==> src/rtl/tl_pkg.sv <==
// Shared lamp encodings and phase codes for the intersection scheduler.
package tl_pkg;

  localparam logic [1:0] LAMP_GREEN  = 2'b00;
  localparam logic [1:0] LAMP_YELLOW = 2'b01;
  localparam logic [1:0] LAMP_RED    = 2'b10;

  typedef enum logic [2:0] {
    MAIN_GREEN  = 3'd0,
    MAIN_YELLOW = 3'd1,
    ALLRED_1    = 3'd2,
    SIDE_GREEN  = 3'd3,
    SIDE_YELLOW = 3'd4,
    PED_WALK    = 3'd5,
    PED_CLEAR   = 3'd6,
    ALLRED_2    = 3'd7
  } phase_t;

endpackage

==> src/rtl/tl_sec_timer.sv <==
// Dwell timer: prescaler to one-second ticks plus a saturating seconds count.
// secs already includes the second that completes in the current cycle, so a
// compare of secs >= N fires on the last cycle of an N-second dwell and the
// state is held exactly N*CLK_PER_SEC cycles.
module tl_sec_timer #(
  parameter int CLK_PER_SEC = 100
) (
  input  logic       clk,
  input  logic       rst,
  input  logic       clr,
  output logic [7:0] secs
);

  localparam int PW = (CLK_PER_SEC > 1) ? $clog2(CLK_PER_SEC) : 1;

  logic [PW-1:0] presc;
  logic [7:0]    sec_cnt;
  logic          sec_tick;

  assign sec_tick = (presc == PW'(CLK_PER_SEC - 1));

  // prescaler and seconds counter, both restarted on every phase change
  always_ff @(posedge clk or negedge rst) begin
    if (!rst) begin
      presc   <= '0;
      sec_cnt <= '0;
    end else if (clr) begin
      presc   <= '0;
      sec_cnt <= '0;
    end else if (sec_tick) begin
      presc <= '0;
      if (sec_cnt != 8'hFF) sec_cnt <= sec_cnt + 8'd1;
    end else begin
      presc <= presc + 1'b1;
    end
  end

  assign secs = (sec_tick && (sec_cnt != 8'hFF)) ? sec_cnt + 8'd1 : sec_cnt;

endmodule

==> src/rtl/intersection_phase_scheduler.sv <==
// Phase sequencer for one intersection: main road, side road, pedestrian
// crossing, with latched requests, round-robin arbitration and preempt.
//
// state       | meaning
// MAIN_GREEN  | main road green, waits for a request after minimum dwell
// MAIN_YELLOW | main road yellow
// ALLRED_1    | all red, arbitration point
// SIDE_GREEN  | side road green
// SIDE_YELLOW | side road yellow
// PED_WALK    | walk lamp on
// PED_CLEAR   | flashing don't-walk, never skipped
// ALLRED_2    | all red before returning to main green
module intersection_phase_scheduler #(
  parameter int CLK_PER_SEC = 100,
  parameter int MAIN_MIN    = 20,
  parameter int YELLOW_T    = 3,
  parameter int ALLRED_T    = 1,
  parameter int SIDE_MAX    = 10,
  parameter int WALK_T      = 8,
  parameter int PEDCLR_T    = 4
) (
  input  logic       clk,
  input  logic       rst,
  input  logic       side_det,
  input  logic       ped_btn,
  input  logic       emg_req,
  output logic [1:0] MR,
  output logic [1:0] SR,
  output logic       walk,
  output logic       ped_flash,
  output logic       ped_wait,
  output logic [2:0] phase
);

  import tl_pkg::*;

  localparam logic [7:0] MAIN_MIN_S = 8'(MAIN_MIN);
  localparam logic [7:0] YELLOW_S   = 8'(YELLOW_T);
  localparam logic [7:0] ALLRED_S   = 8'(ALLRED_T);
  localparam logic [7:0] SIDE_S     = 8'(SIDE_MAX);
  localparam logic [7:0] WALK_S     = 8'(WALK_T);
  localparam logic [7:0] PEDCLR_S   = 8'(PEDCLR_T);

  phase_t     state, state_nxt;
  logic       side_pend, ped_pend, rr_ptr;
  logic       enter_side, enter_ped, clr;
  logic [7:0] secs;

  assign clr        = (state_nxt != state);
  assign enter_side = (state_nxt == SIDE_GREEN) && (state != SIDE_GREEN);
  assign enter_ped  = (state_nxt == PED_WALK) && (state != PED_WALK);

  tl_sec_timer #(.CLK_PER_SEC(CLK_PER_SEC)) u_timer (
    .clk  (clk),
    .rst  (rst),
    .clr  (clr),
    .secs (secs)
  );

  // next-phase selection including arbitration and emergency preempt
  always_comb begin
    state_nxt = state;
    case (state)
      MAIN_GREEN:
        if ((secs >= MAIN_MIN_S) && (side_pend || ped_pend) && !emg_req)
          state_nxt = MAIN_YELLOW;
      MAIN_YELLOW:
        if (secs >= YELLOW_S) state_nxt = ALLRED_1;
      ALLRED_1:
        if (secs >= ALLRED_S) begin
          if (emg_req)                   state_nxt = MAIN_GREEN;
          else if (side_pend && ped_pend) state_nxt = rr_ptr ? PED_WALK : SIDE_GREEN;
          else if (side_pend)            state_nxt = SIDE_GREEN;
          else if (ped_pend)             state_nxt = PED_WALK;
          else                           state_nxt = MAIN_GREEN;
        end
      SIDE_GREEN:
        if (emg_req || (secs >= SIDE_S)) state_nxt = SIDE_YELLOW;
      SIDE_YELLOW:
        if (secs >= YELLOW_S) state_nxt = ALLRED_2;
      PED_WALK:
        if (emg_req || (secs >= WALK_S)) state_nxt = PED_CLEAR;
      PED_CLEAR:
        if (secs >= PEDCLR_S) state_nxt = ALLRED_2;
      ALLRED_2:
        if (secs >= ALLRED_S) state_nxt = MAIN_GREEN;
      default:
        state_nxt = MAIN_GREEN;
    endcase
  end

  // state register, request latches (clear wins over set) and fairness pointer
  always_ff @(posedge clk or negedge rst) begin
    if (!rst) begin
      state     <= MAIN_GREEN;
      side_pend <= 1'b0;
      ped_pend  <= 1'b0;
      rr_ptr    <= 1'b0;
    end else begin
      state <= state_nxt;
      if (enter_side)    side_pend <= 1'b0;
      else if (side_det) side_pend <= 1'b1;
      if (enter_ped)     ped_pend  <= 1'b0;
      else if (ped_btn)  ped_pend  <= 1'b1;
      if (enter_side)     rr_ptr <= 1'b1;
      else if (enter_ped) rr_ptr <= 1'b0;
    end
  end

  // Moore lamp decode; every state not listed shows red on both roads
  always_comb begin
    MR = LAMP_RED;
    SR = LAMP_RED;
    case (state)
      MAIN_GREEN:  MR = LAMP_GREEN;
      MAIN_YELLOW: MR = LAMP_YELLOW;
      SIDE_GREEN:  SR = LAMP_GREEN;
      SIDE_YELLOW: SR = LAMP_YELLOW;
      default:     ;
    endcase
  end

  assign walk      = (state == PED_WALK);
  assign ped_flash = (state == PED_CLEAR);
  assign ped_wait  = ped_pend;
  assign phase     = state;

endmodule

==> config.mk <==
export PLATFORM = sky130hd
export DESIGN_NAME = intersection_phase_scheduler
export DESIGN_NICKNAME = d
export VERILOG_FILES = /design/src/rtl/tl_pkg.sv /design/src/rtl/tl_sec_timer.sv /design/src/rtl/intersection_phase_scheduler.sv
export SDC_FILE = /design/constraint.sdc
export NUM_CORES = 1
export LEC_CHECK = 0
export CORE_UTILIZATION = 40
export CTS_CLUSTER_DIAMETER = 80
export DETAILED_ROUTE_END_ITERATION = 8
export PLACE_DENSITY = 0.59
export REMOVE_ABC_BUFFERS = 1
export SYNTH_ARGS = -nofsm -noshare
export SYNTH_HDL_FRONTEND = slang
export SYNTH_SLANG_ARGS = --single-unit
==> constraint.sdc <==
create_clock -name clk -period 8.95 [get_ports clk]
set_input_delay 0.895 -clock clk [delete_from_list [all_inputs] [get_ports clk]]
set_output_delay 0.895 -clock clk [all_outputs]
set_load 0.1 [all_outputs]
==> flow_metrics.tcl <==
set metrics [dict create \
    path_class "reg -> reg" \
    min_period_ns 4.01 \
    num_io_pins 15 \
    post-route-period-util 0.448 \
    wl_mm 3.47 \
    avgSynthCellArea_um2 9.34 \
    synthSimpleGateAreaFrac 0.361 \
    overflow 0 \
    worstHoldEndpoint "u_timer.presc[0]" \
    wl_per_cell_um 15.2 \
    cts_buffers 3 \
    grt_first_pass_wirelength_mm 6.02 \
    syn_area_um2 1570 \
    ir_drop_mv 0.0656 \
    routabilityCongestion 0.902 \
    cts_tree "built" \
    synth_top_family_by_area "simple AND/OR/NAND/NOR gates" \
    drv_cap 0 \
    final_common_cell "dfrtp_1" \
    comb_power_share 0.031 \
    yosys.area.top_type "dfrtp_1" \
    worst_pin_slew_ns 1.13 \
    cts.sinks 21 \
    synth_warnings 0 \
    drtPass1Iterations 4 \
    dp_hpwl_mm 2.58 \
    min_path_cells 1 \
    yosysSeqAreaShare 0.335 \
    fin_setup_tns_ns 0 \
    synth_area_leaders "dfrtp_1 (33%), nor3_2 (5.1%), nor2_1 (3.6%)" \
    fin_skew_ns 0.00233 \
    path_clk_slew_ns 0.08 \
    synth.area.mux_share 0.0542 \
    finalHoldViolations 0 \
    grt_antenna_before_repair 0 \
    drive_above_1_share 0.160 \
    synth_edf_count 0 \
    arrival_ns 4.12 \
    die_x_um 64.6 \
    p_switching_uw 36.4 \
    internal_power_uw 128 \
    die_area_um2 4180 \
    r2r_end "u_timer.presc[6]" \
    cts_max_level 1 \
    startpoint_type "register" \
    clkLatencyLatePin_ns 0.27 \
    drc 0 \
    min-delay-start "u_timer.presc[0]" \
    clk_path_buf_depth 2 \
    synth-xor-area-share 0.0335 \
    postCtsHoldBufs 0 \
    cts_resized 0 \
    hold_class "reg -> reg" \
    ys_ff_latch 21 \
    syn_inst 168 \
    cp_data_required_time_ns 9.06 \
    grt_pass1_vias 1270 \
    p_leak_nw 0.709 \
    core_um2 3720 \
    final_cell_mix "dfrtp_1 (21), nor2_1 (15), nand2_1 (14), clkdlybuf4s50_1 (14), nand3_1 (11)" \
    num_antenna_cells 0 \
    pwr-share-seq 0.576 \
    vias 1351 \
    r2r-start "u_timer.presc[0]" \
    p_clk_frac 0.392 \
    cts_setup_buffers 0 \
    antenna_left 0 \
    initial_core_util 0.422 \
    cts_root_buffer "clkbuf_8" \
    die_h_um 64.6 \
    reg2reg_depth 9 \
    status "complete, no violations" \
    grt_max_degree 22 \
    slew_viol_final 0 \
    synth_cell_type_count 54 \
    syn2layout_area_growth_pct 12.8 \
    num_rows 22 \
    power_uw 164 \
    rrSetupSlack_ns 4.94 \
    initialDrtViolationCount 66 \
    slew_headroom 0.247 \
    vias_per_cell 5.90 \
    clock.fmax_ghz 0.249 \
    synth_fa_ha_area_frac 0.0159 \
    nNetsFinal 189 \
    cp_max_fo 15 \
    end_kind "register" \
    synth_top_cell_area_share 0.335 \
    p_sw_frac 0.222 \
    power_density_nw_per_um2 92.9 \
    setup_violations 0 \
    fin_util 0.476 \
    grt_use_total 0.188 \
    synth_flop_cell "dfrtp_1" \
    synth_compound_area_frac 0.159 \
    port_buffers 14 \
    async_flop_share 1.00 \
    rsz0062_at_grt "no" \
]
==> Yosys cell counts, types with 2 or more instances <==
library cell	n
nor2b_1	4
nor4_1	9
nor2_1	15
ha_1	2
and2_1	2
a31oi_1	4
o21a_1	2
xnor2_1	3
or3_1	2
nor3_1	3
o2111ai_1	2
buf_6	2
o21ai_0	7
nand3_1	11
nand2_1	14
mux2i_1	4
buf_4	3
and3b_1	2
mux2_2	4
nand2b_1	3
inv_1	5
nor3b_1	3
xor2_1	3
dfrtp_1	21
a21oi_1	2
nor3_2	8
==> flip-flops by register name (all words and copies together), names as in the netlist <==
name	flops
u_timer.presc	7
ped_wait	1
phase	3
u_timer.sec_cnt	8
side_pend	1
rr_ptr	1
==> routing by layer <==
layer / GRT usage / up-vias / part of all wire
met4: 0.0833 / 0 / 0.022
met3: 0.0211 / 7 / 0.044
li1: - / 657 / -
met2: 0.317 / 36 / 0.48
met5: 0 / - / 0
met1: 0.242 / 651 / 0.45
==> kinds of logic after synthesis <==
group | after synthesis
compound gates | 32
xor+xnor | 6
fa+ha+maj | 2
buf+inv | 10
flops | 21
mux | 8
simple gates | 89
==> worst max-delay path: stages (launching register included) <==
cell and delay [ns]:
dfrtp_1 0.38, ha_1 0.26, nand2b_1 0.18, nor4_1 0.52, mux2_2 0.44, nor3_1 0.35
or3b_1 0.44, o221a_2 0.27, a31oi_2 0.91, nor4_1 0.10
==> layout make-up <==
type | count | area [um^2]
Tap cell | 48 | 60.1
Inverter | 5 | 18.8
Clock inverter | 1 | 5.00
Timing Repair Buffer | 14 | 140
Sequential cell | 21 | 526
Fill cell | 360 | 1950
Multi-Input combinational cell | 137 | 980
Clock buffer | 3 | 41.3
==> how the worst max path moves through the flow <==
stage                     slack, ns  depth (start not counted)          endpoint             start
after floorplan                3.15                          2             SR[1]          phase[2]
after global placement         5.07                          9  u_timer.presc[1]  u_timer.presc[0]
after detailed placement       4.96                          9  u_timer.presc[6]  u_timer.presc[0]
after CTS                      4.92                          9  u_timer.presc[6]  u_timer.presc[0]
after global routing           4.70                          9  u_timer.presc[5]  u_timer.presc[0]
final                          4.94                          9  u_timer.presc[6]  u_timer.presc[0]
==> stage by stage <==
stage	hold WS [ns]	instances	area [um^2]	setup WS, ns
detailed placement	0.462	225	1720	4.96
finish	0.475	229	1770	4.94
floorplan	0.435	163	1520	3.15
global route	0.493	229	1770	4.70
CTS	0.473	229	1770	4.92
global placement	0.449	225	1720	5.07
==> power by group through the flow <==
stage / sequential, mW / clock, mW / combinational [mW]
floorplan: 0.0967 / 0 / 0.00115
global placement: 0.0967 / 0 / 0.00536
detailed placement: 0.0967 / 0 / 0.00537
CTS: 0.0948 / 0.0663 / 0.00539
global route: 0.0948 / 0.0693 / 0.00604
finish: 0.0948 / 0.0645 / 0.00513
Power figures use the tool's default switching activity.
